### src/rtl/st7789_pkg.sv
// +----------------------------------------------------------------------------+
// | Module   : st7789_pkg                                                       |
// | Purpose  : Opcodes, state encoding and coordinate types for the ST7789 seq. |
// | Revision : 1.0                                                              |
// +----------------------------------------------------------------------------+
`default_nettype none

package st7789_pkg;

  localparam int COORD_W = 9;
  localparam int STATE_W = 3;

  localparam logic [7:0] OP_CASET  = 8'h2A;
  localparam logic [7:0] OP_RASET  = 8'h2B;
  localparam logic [7:0] OP_RAMWR  = 8'h2C;
  localparam logic [7:0] OP_RAMWRC = 8'h3C;

  typedef logic [STATE_W-1:0] state_t;
  typedef logic [COORD_W-1:0] coord_t;

  localparam state_t ST_IDLE  = 3'd0;
  localparam state_t ST_CASET = 3'd1;
  localparam state_t ST_RASET = 3'd2;
  localparam state_t ST_RAMWR = 3'd3;
  localparam state_t ST_SKIP  = 3'd4;

  function automatic state_t decode_cmd(input logic [7:0] op);
    case (op)
      OP_CASET:             return ST_CASET;
      OP_RASET:             return ST_RASET;
      OP_RAMWR, OP_RAMWRC:  return ST_RAMWR;
      default:              return ST_SKIP;
    endcase
  endfunction

endpackage

`default_nettype wire

### src/rtl/spi_byte_rx.sv
// +----------------------------------------------------------------------------+
// | Module   : spi_byte_rx                                                      |
// | Purpose  : Mode-0 SPI deserialiser; byte strobe coincides with last bit.   |
// | Revision : 1.0                                                              |
// +----------------------------------------------------------------------------+
`default_nettype none

module spi_byte_rx (
  input  logic       i_spi_clk,
  input  logic       i_rst_n,
  input  logic       i_spi_cs,
  input  logic       i_spi_mosi,
  input  logic       i_spi_dc,
  output logic       o_byte_valid,
  output logic [7:0] o_byte,
  output logic       o_byte_dc
);

  logic [2:0] r_bit_cnt;
  logic [6:0] r_shift;

  always_ff @(posedge i_spi_clk or negedge i_rst_n) begin
    if (!i_rst_n) begin
      r_bit_cnt <= 3'd0;
      r_shift   <= 7'd0;
    end else if (!i_spi_cs) begin
      r_bit_cnt <= r_bit_cnt + 3'd1;
      r_shift   <= {r_shift[5:0], i_spi_mosi};
    end
  end

  // Byte is presented combinationally so the consumer acts on the same edge as the last bit.
  assign o_byte_valid = ~i_spi_cs & (r_bit_cnt == 3'd7);
  assign o_byte       = {r_shift, i_spi_mosi};
  assign o_byte_dc    = i_spi_dc;

endmodule

`default_nettype wire

### src/rtl/st7789_cmd_seq.sv
// +----------------------------------------------------------------------------+
// | Module   : st7789_cmd_seq                                                   |
// | Purpose  : ST7789 command decoder: CASET/RASET windowing and RAMWR pixels.  |
// | Revision : 1.0                                                              |
// +----------------------------------------------------------------------------+
`default_nettype none

module st7789_cmd_seq
  import st7789_pkg::*;
#(
  parameter int H_RES = 480,
  parameter int V_RES = 272
) (
  input  logic         i_spi_clk,
  input  logic         i_rst_n,
  input  logic         i_spi_cs,
  input  logic         i_spi_mosi,
  input  logic         i_spi_dc,
  output logic [15:0]  o_pixel_data,
  output logic [8:0]   o_pixel_x,
  output logic [8:0]   o_pixel_y,
  output logic         o_pixel_we,
  output logic         o_frame_start,
  output logic         o_win_err
);

  localparam coord_t C_XE_RST = COORD_W'(H_RES - 1);
  localparam coord_t C_YE_RST = COORD_W'(V_RES - 1);

  logic       w_byte_valid;
  logic [7:0] w_byte;
  logic       w_byte_dc;

  spi_byte_rx u_rx (
    .i_spi_clk    (i_spi_clk),
    .i_rst_n      (i_rst_n),
    .i_spi_cs     (i_spi_cs),
    .i_spi_mosi   (i_spi_mosi),
    .i_spi_dc     (i_spi_dc),
    .o_byte_valid (w_byte_valid),
    .o_byte       (w_byte),
    .o_byte_dc    (w_byte_dc)
  );

  state_t     r_state;
  state_t     w_next_state;
  logic [2:0] r_sh_cnt;
  coord_t     r_sh_start;
  logic       r_sh_end8;
  coord_t     r_xs, r_xe, r_ys, r_ye;
  coord_t     r_x, r_y;
  logic       r_phase_lo;
  logic [7:0] r_hi;

  logic   w_cmd, w_data, w_ramwr_new, w_win_data, w_win_last, w_win_ok;
  logic   w_commit, w_err, w_pix, w_hi_store;
  coord_t w_end, w_limit;

  always_ff @(posedge i_spi_clk or negedge i_rst_n) begin
    if (!i_rst_n) r_state <= ST_IDLE;
    else          r_state <= w_next_state;
  end

  always_comb begin
    w_next_state = r_state;
    if (w_byte_valid && !w_byte_dc) w_next_state = decode_cmd(w_byte);
  end

  always_comb begin
    w_cmd       = w_byte_valid & ~w_byte_dc;
    w_data      = w_byte_valid & w_byte_dc;
    w_ramwr_new = w_cmd & (w_byte == OP_RAMWR);
    w_win_data  = w_data & ((r_state == ST_CASET) | (r_state == ST_RASET));
    w_win_last  = w_win_data & (r_sh_cnt == 3'd3);
    w_end       = {r_sh_end8, w_byte};
    w_limit     = (r_state == ST_CASET) ? C_XE_RST : C_YE_RST;
    w_win_ok    = (r_sh_start <= w_end) && (w_end <= w_limit);
    w_commit    = w_win_last & w_win_ok;
    w_err       = w_win_last & ~w_win_ok;
    w_pix       = w_data & (r_state == ST_RAMWR) & r_phase_lo;
    w_hi_store  = w_data & (r_state == ST_RAMWR) & ~r_phase_lo;
  end

  // Shadow collects start/end; only bit 0 of each MSB byte survives into the 9-bit coordinate.
  always_ff @(posedge i_spi_clk or negedge i_rst_n) begin
    if (!i_rst_n) begin
      r_sh_cnt   <= 3'd0;
      r_sh_start <= '0;
      r_sh_end8  <= 1'b0;
      r_xs       <= '0;
      r_xe       <= C_XE_RST;
      r_ys       <= '0;
      r_ye       <= C_YE_RST;
    end else begin
      if (w_cmd) begin
        r_sh_cnt <= 3'd0;
      end else if (w_win_data && r_sh_cnt != 3'd4) begin
        r_sh_cnt <= r_sh_cnt + 3'd1;
        case (r_sh_cnt)
          3'd0:    r_sh_start[8]   <= w_byte[0];
          3'd1:    r_sh_start[7:0] <= w_byte;
          3'd2:    r_sh_end8       <= w_byte[0];
          default: ;
        endcase
      end
      if (w_commit) begin
        if (r_state == ST_CASET) begin
          r_xs <= r_sh_start;
          r_xe <= w_end;
        end else begin
          r_ys <= r_sh_start;
          r_ye <= w_end;
        end
      end
    end
  end

  always_ff @(posedge i_spi_clk or negedge i_rst_n) begin
    if (!i_rst_n) begin
      r_x        <= '0;
      r_y        <= '0;
      r_phase_lo <= 1'b0;
      r_hi       <= 8'd0;
    end else begin
      if (w_cmd) r_phase_lo <= 1'b0;
      if (w_ramwr_new) begin
        r_x <= r_xs;
        r_y <= r_ys;
      end
      if (w_hi_store) begin
        r_hi       <= w_byte;
        r_phase_lo <= 1'b1;
      end
      if (w_pix) begin
        r_phase_lo <= 1'b0;
        if (r_x == r_xe) begin
          r_x <= r_xs;
          r_y <= (r_y == r_ye) ? r_ys : r_y + 9'd1;
        end else begin
          r_x <= r_x + 9'd1;
        end
      end
    end
  end

  always_ff @(posedge i_spi_clk or negedge i_rst_n) begin
    if (!i_rst_n) begin
      o_pixel_data  <= 16'd0;
      o_pixel_x     <= 9'd0;
      o_pixel_y     <= 9'd0;
      o_pixel_we    <= 1'b0;
      o_frame_start <= 1'b0;
      o_win_err     <= 1'b0;
    end else begin
      o_pixel_we    <= w_pix;
      o_frame_start <= w_ramwr_new;
      o_win_err     <= w_err;
      if (w_pix) begin
        o_pixel_data <= {r_hi, w_byte};
        o_pixel_x    <= r_x;
        o_pixel_y    <= r_y;
      end
    end
  end

endmodule

`default_nettype wire

### config.mk
export PLATFORM = sky130hd
export DESIGN_NAME = st7789_cmd_seq
export DESIGN_NICKNAME = d
export VERILOG_FILES = /design/src/rtl/st7789_pkg.sv /design/src/rtl/spi_byte_rx.sv /design/src/rtl/st7789_cmd_seq.sv
export SDC_FILE = /design/constraint.sdc
export NUM_CORES = 1
export LEC_CHECK = 0
export CAP_MARGIN = 20
export CELL_PAD_IN_SITES_DETAIL_PLACEMENT = 0
export CELL_PAD_IN_SITES_GLOBAL_PLACEMENT = 2
export CORE_UTILIZATION = 38
export CTS_BUF_LIST = sky130_fd_sc_hd__clkbuf_16
export DETAILED_ROUTE_END_ITERATION = 7
export PLACE_DENSITY_LB_ADDON = 0.1
export SYNTH_ARGS = -nofsm -noshare
export SYNTH_HDL_FRONTEND = slang
export SYNTH_SLANG_ARGS = --single-unit
export TNS_END_PERCENT = 100
### constraint.sdc
create_clock -name i_spi_clk -period 3.15 [get_ports i_spi_clk]
set_clock_uncertainty 0.15 [all_clocks]
set_input_delay 0.4725 -clock i_spi_clk [delete_from_list [all_inputs] [get_ports i_spi_clk]]
set_output_delay 0.4725 -clock i_spi_clk [all_outputs]
set_load 0.05 [all_outputs]
# ---- Word level (Yosys, flattened, before mapping)
# Cells that the tools add are included.
dict set report totals {
  regBits 126
  inputBits 5
  output_inout_bits 37
  wordCells 87
}
dict set report op_classes {
  add_sub_neg 4
  order_cmp 2
  eq_ne 14
  muxes 14
  n_bitwise 18
  reduce_logical 14
}
# cell n
set op_table {}
lappend op_table {{$mux 9} 7}
lappend op_table {{$eq 8x6->1 const B} 4}
lappend op_table {{$add 9x1->9 const B} 2}
lappend op_table {{$eq 9x9->1} 2}
lappend op_table {{$le 9x9->1} 2}
lappend op_table {{$eq 3x2->1 const B} 4}
lappend op_table {{$and 1x1->1} 11}
lappend op_table {{$pmux 3 s3} 1}
lappend op_table {{$reduce_and 3->1} 3}
lappend op_table {{$mux 8} 1}
lappend op_table {{$add 3x1->3 const B} 2}
lappend op_table {{$eq 3x1->1 const B} 2}
lappend op_table {{$mux 3} 2}
lappend op_table {{$not 1->1} 6}
lappend op_table {{$reduce_and 2->1} 2}
lappend op_table {{$reduce_bool 2->1} 2}
lappend op_table {{$eq 3x3->1 const B} 1}
lappend op_table {{$logic_and 1x1->1} 3}
lappend op_table {{$logic_not 3->1} 1}
lappend op_table {{$mux 1} 3}
lappend op_table {{$ne 3x3->1 const B} 1}
lappend op_table {{$reduce_bool 3->1} 1}
lappend op_table {{$reduce_or 2->1} 1}
lappend op_table {{$logic_not 1->1} 1}
lappend op_table {{$or 1x1->1} 1}

# ---- Longest topological paths before layout
# Gate-level depths: netlist of the first run.
dict set report depth {
  word_depth 7
  ltp_mapped 11
  mapped_depth_nobuf 9
}

# ---- Modules after synthesis
# A second synthesis of the first run with hierarchy kept.
dict set report hier_totals {
  cells_unflattened 502
  area_unflattened_um2 5883.1
}
# module instances cells_each area_each_um2 seq_area_each_um2
set by_module_without_submodules {}
lappend by_module_without_submodules {st7789_cmd_seq 1 476 5432.7 2919.0}
lappend by_module_without_submodules {spi_byte_rx 1 26 450.4 250.2}

# ---- Worst setup path after synthesis of the first run
# OpenSTA, ideal clock, no wires.
dict set report synth_timing {
  path_type {flip-flop to flip-flop}
  from {register u_rx.r_shift[2]}
  to {register r_xs[1]}
  setup_ns 0.125
  arrival_ns 2.435
  slack_ns 0.440
  path_stages_with_launch 10
  n_path_buf 2
  path_cell_list {dfrtp_1 inv_1 ha_1 a21o_1 a2111oi_2 a311oi_1 or4_1 buf_6 buf_12 mux2_4}
}
dict set report synth_via {
  elab_chain_cells 4
  elab_cells_between_ends 5
  classes_between {order compare (2); bitwise (1); reduce/logical (2)}
}
# item line_no
set synth_rtl {}
lappend synth_rtl {{start: declaration} spi_byte_rx.sv:20} ;# logic [6:0] r_shift;
lappend synth_rtl {{start signal: assignment} spi_byte_rx.sv:28} ;# r_shift <= {r_shift[5:0], i_spi_mosi};
lappend synth_rtl {{$le 9x9->1} st7789_cmd_seq.sv:77} ;# w_win_ok = (r_sh_start <= w_end) && (w_end <= w_limit);
lappend synth_rtl {{$logic_and 1x1->1 *} st7789_cmd_seq.sv:77}
lappend synth_rtl {{$and 1x1->1 *} st7789_cmd_seq.sv:78} ;# w_commit = w_win_last & w_win_ok;
lappend synth_rtl {{$reduce_and 2->1 (no source line) *} -}
lappend synth_rtl {{end signal: assignment} st7789_cmd_seq.sv:108} ;# r_xs <= r_sh_start;
lappend synth_rtl {{end: declaration} st7789_cmd_seq.sv:50} ;# coord_t r_xs, r_xe, r_ys, r_ye;
# Every way passes the cells marked *; elsewhere a longest branch is shown, timed or not.
# A chain may end at the register's enable or synchronous reset.

# ---- Final worst setup path of the first run
dict set report layout_timing {
  from {register r_state[1]}
  to {register r_ys[7]}
}
dict set report layout_via {
  elab_chain_cells 6
  elab_cells_between_ends 11
  classes_between {order compare (1); eq/ne (2); mux (1); bitwise (5); reduce/logical (2)}
}
# item line_no
set layout_rtl {}
lappend layout_rtl {{start: declaration} st7789_cmd_seq.sv:45} ;# state_t r_state;
lappend layout_rtl {{start signal: assignment} st7789_cmd_seq.sv:61} ;# else r_state <= w_next_state;
lappend layout_rtl {{$eq 3x1->1 / $eq 3x2->1 (equally long branches)} {st7789_cmd_seq.sv:73, st7789_cmd_seq.sv:76, st7789_cmd_seq.sv:107}}
lappend layout_rtl {{$mux 8 / $or 1x1->1 (equally long branches)} {st7789_cmd_seq.sv:76, st7789_cmd_seq.sv:73}}
lappend layout_rtl {{$le 9x9->1 / $and 1x1->1 (equally long branches)} {st7789_cmd_seq.sv:77, st7789_cmd_seq.sv:73}}
lappend layout_rtl {{$logic_and 1x1->1 / $and 1x1->1 (equally long branches)} {st7789_cmd_seq.sv:77, st7789_cmd_seq.sv:74}}
lappend layout_rtl {{$and 1x1->1} st7789_cmd_seq.sv:78}
lappend layout_rtl {{$reduce_and 2->1 (no source line) *} -}
lappend layout_rtl {{end signal: assignment} st7789_cmd_seq.sv:111} ;# r_ys <= r_sh_start;
lappend layout_rtl {{end: declaration} st7789_cmd_seq.sv:50}
# Marks and branches as above.

==> results of run 1 <==
[through the flow]
step           utilization  cell area, sq um  setup WS [ps]  hold slack (ps)  std cells
6_report            0.4765              7217          287.4            317.9        810
5_1_grt             0.4765              7217          113.0            331.0        810
4_1_cts             0.4765              7217          284.5            322.5        810
3_5_place_dp        0.4329              6556          34.92            312.3        777
3_3_place_gp        0.4329              6556          93.13            307.9        777
2_1_floorplan            -              5871          439.8            26.91        549
[layout by cell type (no fill, tap or decap), drive strengths merged, types with 18 or more instances in the layout]
cell type	n
clkdlybuf4s50	40
a21oi	23
mux2	45
nand2	115
nor2	20
dfrtp	113
xnor2	18
ha	21
buf	24
inv	26
o21ai	47
[critical path: cells and delay by family, from the launching register on]
family	cells	cell delay, ps
fa+ha+maj	1	340
flops	1	430
buf+inv	1	240
mux	1	320
simple gates	5	1130
compound gates	1	130
[path summary, 6_finish.rpt]
kind	endpoint	startpoint
setup / recovery	r_ys[7]$_DFFE_PN0P_	r_state[1]$_DFFE_PN0P_
hold / removal	o_pixel_y[6]$_DFFE_PN0P_	o_pixel_y[6]$_DFFE_PN0P_
setup reg to reg	r_ys[7]$_DFFE_PN0P_	r_state[1]$_DFFE_PN0P_
hold reg to reg	o_pixel_y[6]$_DFFE_PN0P_	o_pixel_y[6]$_DFFE_PN0P_
max in group asynchronous	o_pixel_data[10]$_DFFE_PN0P_	i_rst_n
min in group asynchronous	o_pixel_y[4]$_DFFE_PN0P_	i_rst_n
[flip-flops by register name, summed over array words and instances, names as in the netlist]
| signal | count |
|---|---|
| o_pixel_data | 16 |
| o_pixel_x | 9 |
| o_pixel_y | 9 |
| r_sh_start | 9 |
| r_x | 9 |
| r_xe | 9 |
| r_xs | 9 |
| r_y | 9 |
| r_ye | 9 |
| r_ys | 9 |
| r_hi | 8 |
| u_rx.r_shift | 7 |
| r_sh_cnt | 3 |
| r_state | 3 |
| u_rx.r_bit_cnt | 3 |
| o_frame_start | 1 |
| o_pixel_we | 1 |
| o_win_err | 1 |
| r_phase_lo | 1 |
| r_sh_end8 | 1 |
[layout make-up]
cell class | count | share of cell area
clock buffers | 17 | 0.05895
clock inverters | 15 | 0.03121
inverters | 25 | 0.01300
multi-input cells | 374 | 0.3415
flip-flops and latches | 126 | 0.4391
well taps | 188 | 0.03259
repair buffers | 65 | 0.08356
[power breakdown]
| part | total [mW] | internal [mW] | switching, mW |
|---|---|---|---|
| logic | 0.263 | 0.104 | 0.159 |
| clock network | 2.16 | 1.47 | 0.699 |
| registers | 1.70 | 1.67 | 0.0339 |
[per-layer routing]
layer / GRT usage / vias up / routed length (um)
li1: - / 2010 / -
met1: 0.2523 / 2008 / 6526
met2: 0.2938 / 83 / 6529
met3: 0.04597 / 19 / 468
met4: 0.05882 / 0 / 215
met5: 0 / - / 0
[synth_stat cells, types with 2 or more instances]
cell type / instances
o22ai_1: 5
a21oi_1: 23
buf_6: 2
nand4_1: 6
nor2_1: 20
dfrtp_1: 113
nor4_1: 3
o211ai_1: 3
nand2b_1: 3
dfstp_2: 13
clkbuf_1: 15
ha_1: 21
nand2_1: 115
o31ai_1: 2
nand3_1: 17
mux2i_1: 3
nor3_1: 4
mux2_2: 26
o21ai_0: 46
mux2_4: 19
xor2_1: 4
and4_1: 3
inv_1: 24
a211oi_1: 2
xnor2_1: 18
buf_2: 4
a21o_1: 3
buf_12: 2
nor2b_1: 3
and3_1: 6
[cells by family (layout without fill, tap and decap cells)]
family | count (synthesis) | after routing | share of synthesized area
buf+inv | 49 | 122 | 0.04028
compound gates | 94 | 94 | 0.09186
fa+ha+maj | 21 | 21 | 0.04476
flops | 126 | 126 | 0.5399
simple gates | 189 | 189 | 0.1468
xor+xnor | 22 | 22 | 0.03282
mux | 48 | 48 | 0.1036
==> qor.yml, run 1 <==
firstDrtPassIters: 4
ioPinCount: 42
cp-end-kind: "register"
diodes: 0
syn_avg_cell_area_sq_um: 10.69
cpMaxStageDelayCell: "or4b_1"
ff_latch_area_sq_mm: 0.003169
synth_cells: 549
r2r_cells: 9
nNetsFinal: 635
initial_core_util: 0.3876
dp_hpwl_um: 9716
yosysWarnings: 0
numCtsBuffers: 17
wl_per_cell_um: 16.96
synth-seq-cells: 126
slew_viol_final: 0
p_leak_nw: 3.470
max-clock-path-buffers: 2
die_x_um: 126.3
power_density_mw_per_mm2: 571.9
crit_top_cell: "nand2_1"
cp_max_fo: 18
synth_edf_count: 0
coreArea_sq_mm: 0.01515
post_cts_buffers: 0
yosysSeqAreaShare: 0.5399
syn2layout_area_growth_pct: 22.93
p_total_mw: 4.127
arrival_ps: 3010
num_rows: 45
synthArstFlopShare: 1.000
r2r_slack_ps: 290
crit_type: "register to register"
syn_nets: 575
overflow: 0
max_freq_mhz: 349.3
hold_class: "register to register"
portBuffers: 41
final-setup-viol-count: 0
grt_pass1_wl_um: 22360
cts_resized: 0
cp_cell_sequence: "nor2_1 > nand2_1 > ha_1 > nand2_1 > nor4_1 > a2111oi_1 > or4b_1 > buf_4 > mux2_4"
synth.distinct_cells: 51
cts.htree.levels: 4
tightest_slew_ps: 711.7
drtIter0Drc: 190
via_per_inst: 5.086
rsz0062_at_grt: "false"
drt_wl_total_um: 13740
place.gp.congestion: 0.8224
postCtsHoldBufs: 1
synth_top_cell_by_area: "dfrtp_1"
hold_violations: 0
num-fill-cells: 1400
ant_nets: 0
holdPathStages: 2
max_stage_delay_ps: 550
timing.slew.headroom: 0.5255
synth_top_flop_cell: "dfrtp_1"
track_usage: 0.1861
die_y_um: 126.3
drc: 0
cts.sinks: 126
fin_crit_sh: 0.9088
via_count: 4120
start_kind: "register"
cap_viol_max_count: 0
syn_area_sq_mm: 0.005871
drive_gt1_frac: 0.1881
synthTopCellsByArea: "dfrtp_1 48%, nand2_1 7.4%, dfstp_2 5.8%"
vdd_drop_max_mv: 0.3760
die_area_sq_mm: 0.01595
first_global_vias: 4035
cts_tree: "built"
period_minus_slack_ps: 2863
insertion_delay_ps: 410
setup-tns-final_ps: 0
cts_root_buffer: "clkbuf_16"
grt_max_degree: 54
outcome: "finished, final reports clean"
cts.reportedPaths.clkPinSlew_ps: 50
synth_top_area_frac: 0.4817
grt_antenna_before_repair: 0
multi_input_area_sq_mm: 0.002465
worstPathRequired_ps: 3290
(Power assumes the default switching activity.)
==> run 2, diff against run 1 <==
--- a/config.mk
+++ b/config.mk
@@ -8,6 +8,7 @@
 export CAP_MARGIN = 20
 export CELL_PAD_IN_SITES_DETAIL_PLACEMENT = 0
 export CELL_PAD_IN_SITES_GLOBAL_PLACEMENT = 2
+export CORE_MARGIN = 8
 export CORE_UTILIZATION = 38
 export CTS_BUF_LIST = sky130_fd_sc_hd__clkbuf_16
 export DETAILED_ROUTE_END_ITERATION = 7
==> run 2 against run 1 <==
Effect of this change: final cell count down 0.12%; largest power group is now sequential cells; highest routed layer unchanged; utilization down 1.1 points; combinational power about the same; routed wire length up 2.9%; die area up 23%; total power down 13%; first-iteration DRC count up 22%; sequential share of layout area up 1.1 points; setup slack worse by 58 ps.
==> qor.yml, run 2 (same netlist as run 1, synthesis figures left out) <==
grt_max_degree: 53
setup-tns-final_ps: 0
largest_reg_flops: 16
p_seq_frac: 0.476
crit_top_cell: "nand2_1"
outcome: "finished, final reports clean"
syn2layout_area_growth_pct: 20.01
layout_commonest_cell: "nand2_1"
overflow: 0
ioPinCount: 42
r2r_cells: 9
p_sw_mw: 0.8431
worstPathRequired_ps: 3290
layout_common_cells: "115 x nand2_1, 113 x dfrtp_1, 46 x o21ai_0"
hold_class: "input pin to async pin"
grt_antenna_before_repair: 0
post_cts_buffers: 0
via_per_inst: 5.067
wl_per_cell_um: 17.48
grt_pass1_wl_um: 23000
critPathBufInv: 1
regMostFlops: "o_pixel_data"
cp.depth: 9
cts_tree: "built"
crit_family: "simple AND/OR/NAND/NOR gates"
cts.reportedPaths.clkPinSlew_ps: 50
intPower_mw: 2.727
p_sw_frac: 0.2361
max-clock-path-buffers: 2
cts_root_buffer: "clkbuf_16"
initial_core_util: 0.3876
cpMaxStageDelayCell: "a2111oi_1"
insertion_delay_ps: 410
drtIter0Drc: 232
cp_max_fo: 18
die_y_um: 140.3
drt_wl_total_um: 14140
clkPwrFrac: 0.450
slew_viol_final: 0
num_rows: 45
max_freq_mhz: 342.4
ant_nets: 0
die_area_sq_mm: 0.01968
timing.slew.headroom: 0.6094
setup_slack_ps: 229.8
coreArea_sq_mm: 0.01515
power_frac_comb: 0.074
rsz0062_at_grt: "false"
max_stage_delay_ps: 580
die_x_um: 140.3
track_usage: 0.1523
nNetsFinal: 635
fin_crit_sh: 0.9270
pre_cts_ws_ps: 73.11
vdd_drop_max_mv: 0.3716
diodes: 0
period_minus_slack_ps: 2920
tightest_slew_ps: 584.5
place.gp.congestion: 0.8063
firstDrtPassIters: 4
cts.htree.levels: 4
drive_gt1_frac: 0.1723
cts_resized: 0
cap_viol_max_count: 0
p_leak_nw: 3.417
arrival_ps: 3060
crit_type: "register to register"
drc: 0
final-setup-viol-count: 0
hold_violations: 0
via_count: 4099
cts.sinks: 126
start_kind: "register"
portBuffers: 41
first_global_vias: 4136
cp_cell_sequence: "nor2_1 > nand2_1 > ha_1 > nand2_1 > nor4_1 > a2111oi_1 > or4b_1 > buf_4 > mux2_2"
power_density_mw_per_mm2: 506.8
numCtsBuffers: 17
cp-end-kind: "register"
dp_hpwl_um: 10170
run 2: changes by cell type in the layout (fill, tap and decap cells not counted), sizes merged:
| cell | previous run | this run |
|---|---|---|
| bufinv | 6 | 0 |
| clkinvlp | 2 | 0 |
| clkinv | 6 | 7 |
| inv | 26 | 32 |
run 2: layer usage:
metal	vias to the layer above	wire (um)	part of all wire	global-route usage
li1	2011	-	-	-
met1	2008	6863	0.49	0.1959
met2	60	6562	0.46	0.2385
met3	20	448	0.032	0.04213
met4	0	271	0.019	0.06000
met5	-	0	0	0
run 2: area by class of cell:
| type | instances | area [sq um] |
|---|---|---|
| Multi-Input combinational cell | 374 | 2465 |
| Sequential cell | 126 | 3169 |
| Inverter | 25 | 93.84 |
| Tap cell | 188 | 235.2 |
| Timing Repair Buffer | 65 | 603.1 |
| Fill cell | 1419 | 8100 |
| Clock inverter | 14 | 53.80 |
| Clock buffer | 17 | 425.4 |
run 2: final timing paths:
path	startpoint	end	slack (ps)
max	r_state[1]$_DFFE_PN0P_	r_ye[5]$_DFFE_PN0P_	230
min	i_rst_n	o_pixel_y[3]$_DFFE_PN0P_	300
max reg2reg	r_state[1]$_DFFE_PN0P_	r_ye[5]$_DFFE_PN0P_	230
min reg2reg	r_hi[1]$_DFFE_PN0P_	o_pixel_data[9]$_DFFE_PN0P_	320
max in group asynchronous	i_rst_n	r_sh_start[0]$_DFFE_PN0P_	1880
min in group i_spi_clk	r_hi[1]$_DFFE_PN0P_	o_pixel_data[9]$_DFFE_PN0P_	320
run 2: power groups by stage:
| stage | Clock, mW | Combinational, mW | Sequential (mW) |
|---|---|---|---|
| finish | 1.61 | 0.265 | 1.70 |
| global placement | 0 | 0.257 | 1.72 |
| floorplan | 0 | 0.133 | 1.72 |
| CTS | 1.65 | 0.272 | 1.70 |
| detailed placement | 0 | 0.270 | 1.73 |
| global route | 1.75 | 0.295 | 1.70 |
run 2: worst register-to-register path, stage by stage, from the launching register on:
cell	delay [ps]
dfrtp_1	440
nor2_1	120
nand2_1	160
ha_1	350
nand2_1	80
nor4_1	50
a2111oi_1	580
or4b_1	210
buf_4	280
mux2_2	380
run 2: stage by stage:
step,util,power [mW],std cells,hold WS (ps),cell area [sq um]
global placement,0.4329,1.980,777,182.3,6556
CTS,0.4652,3.625,809,289.3,7046
finish,0.4652,3.570,809,296.6,7046
global route,0.4652,3.747,809,307.0,7046
detailed placement,0.4329,1.996,777,184.5,6556
floorplan,-,1.856,549,26.91,5871
run 2: timing repair:
action / in CTS / in global routing
endpoints found under the hold margin: 10 / 0
setup endpoints to repair: 0 / 0
hold buffers: 1 / 0
==> run 3, diff against run 2 <==
--- a/config.mk
+++ b/config.mk
@@ -9,9 +9,10 @@
 export CELL_PAD_IN_SITES_DETAIL_PLACEMENT = 0
 export CELL_PAD_IN_SITES_GLOBAL_PLACEMENT = 2
 export CORE_MARGIN = 8
-export CORE_UTILIZATION = 38
+export CORE_UTILIZATION = 39
 export CTS_BUF_LIST = sky130_fd_sc_hd__clkbuf_16
 export DETAILED_ROUTE_END_ITERATION = 7
+export GPL_TIMING_DRIVEN = 0
 export PLACE_DENSITY_LB_ADDON = 0.1
 export SYNTH_ARGS = -nofsm -noshare
 export SYNTH_HDL_FRONTEND = slang
==> run 3 against run 2 <==
Effect of this change: sequential power is essentially flat; final cell count grew 0.62%; design area rose by 1.3%; first-iteration DRC count is 31% higher; register-to-register slack lost 110 ps; sequential share of layout area shrank 0.48 points; critical path depth stayed put; critical path type unchanged; largest power group is now the clock network.
==> qor.yml, run 3 (same netlist as run 1, synthesis figures left out) <==
diodes: 0
arrival_ps: 3180
outcome: "finished, final reports clean"
slew_viol_final: 0
rsz0062_at_grt: "false"
drive_gt1_frac: 0.1757
stdcell_count: 814
overflow: 0
fin_crit_sh: 0.9609
dp_hpwl_um: 10080
cp-end-kind: "register"
initial_core_util: 0.3920
via_per_inst: 5.070
wl_per_cell_um: 17.35
p_sw_mw: 0.8613
syn2layout_area_growth_pct: 21.63
holdPathStages: 2
ant_nets: 0
largest_reg_flops: 16
timing.critical_path.from: "u_rx.r_shift[2]$_DFFE_PN0N_"
numCtsBuffers: 17
cts_root_buffer: "clkbuf_16"
r2r-start: "u_rx.r_shift[2]$_DFFE_PN0N_"
start_kind: "register"
regMostFlops: "o_pixel_data"
portBuffers: 41
timing.slew.headroom: 0.4656
p_leak_nw: 3.434
firstDrtPassIters: 4
grt_pass1_wl_um: 23440
drtIter0Drc: 305
cts.htree.levels: 4
drc: 0
power_frac_comb: 0.057
first_global_vias: 4208
layout_common_cells: "115 x nand2_1, 106 x dfrtp_1, 46 x o21ai_0"
via_count: 4127
clkPwrFrac: 0.483
crit_type: "register to register"
min_to: "o_pixel_data[14]$_DFFE_PN0P_"
power_density_mw_per_mm2: 525.1
intPower_mw: 2.888
ioPinCount: 42
r2r_end: "r_xs[5]$_DFFE_PN0P_"
tightest_slew_ps: 794.2
r2r_cells: 9
die_x_um: 138.7
cts.sinks: 126
track_usage: 0.1566
coreArea_sq_mm: 0.01498
final-setup-viol-count: 0
wl_met3_um: 426
utilization: 0.4768
cts_tree: "built"
nNetsFinal: 639
max_freq_mhz: 330.4
min_from: "r_hi[6]$_DFFE_PN0P_"
highest_layer: "met4"
wl_met2_um: 6821
p_seq_frac: 0.460
die_y_um: 138.7
p_sw_frac: 0.2297
num_rows: 45
hold_class: "register to register"
dp.cells: 779
vdd_drop_max_mv: 0.3266
layout_commonest_cell: "nand2_1"
place.gp.congestion: 0.7988
worstPathRequired_ps: 3300
r2r_slack_ps: 120
period_minus_slack_ps: 3027
max-clock-path-buffers: 2
met1_length_um: 6660
cp_max_fo: 10
cap_viol_max_count: 0
hold_violations: 0
die_area_sq_mm: 0.01923
drt_wl_total_um: 14120
grt_antenna_before_repair: 0
cts.reportedPaths.clkPinSlew_ps: 60
insertion_delay_ps: 420
grt_max_degree: 95
run 3: worst max-delay path, cell delays in order (launching register included):
cell and delay, ps:
dfrtp_2 480, inv_1 160, ha_1 260, a21o_1 200
a2111oi_2 350, a311oi_1 120, or4_1 550, buf_6 180
buf_12 150, mux2_4 290
run 3: per-stage QoR:
stage	setup slack (ps)	hold slack [ps]	setup TNS, ps	total power [mW]	instance area (sq um)
floorplan	439.8	26.91	0	1.856	5871
global placement	-3588	304.1	-441780	1.948	6516
detailed placement	-414.4	239.0	-14000	1.965	6545
CTS	13.99	324.7	0	3.790	7097
global route	2.965	331.4	0	3.912	7141
finish	123.1	316.1	0	3.749	7141
run 3: area by class of cell:
| type | instances | area (sq um) |
|---|---|---|
| fill | 1399 | 7836 |
| inverter | 25 | 93.84 |
| multi-input combinational | 374 | 2465 |
| timing repair buffer | 46 | 486.7 |
| buffer | 23 | 138.9 |
| clock inverter | 15 | 117.6 |
| tap | 188 | 235.2 |
| clock buffer | 17 | 425.4 |
| sequential | 126 | 3178 |
run 3: power groups by stage:
stage / combinational, mW / sequential [mW] / clock (mW)
floorplan: 0.133 / 1.72 / 0
global placement: 0.203 / 1.74 / 0
detailed placement: 0.219 / 1.75 / 0
CTS: 0.213 / 1.73 / 1.85
global route: 0.248 / 1.73 / 1.93
finish: 0.212 / 1.72 / 1.81
run 3: repair_timing:
item / 4_1_cts / 5_1_grt
pin swaps: 0 / 1
hold endpoints to repair: 32 / 0
endpoints found under the setup margin: 19 / 34
resized for setup: 2 / 7
buffers inserted: 0 / 3
hold buffers: 1 / 0
run 3: how the worst max path moves through the flow:
stage	to	depth (start not counted)
after floorplan	r_xs[1]$_DFFE_PN0P_	9
after global placement	u_rx.r_bit_cnt[1]$_DFFE_PN0N_	1
after detailed placement	r_ys[4]$_DFFE_PN0P_	10
after CTS	r_ys[3]$_DFFE_PN0P_	10
after global routing	r_ys[1]$_DFFE_PN0P_	10
final	r_xs[5]$_DFFE_PN0P_	9
run 3: layer usage:
layer | global-route usage | vias to the layer above
met5 | 0 | -
met1 | 0.1998 | 2052
met4 | 0.06875 | 0
met2 | 0.2483 | 50
met3 | 0.03787 | 14
li1 | - | 2011
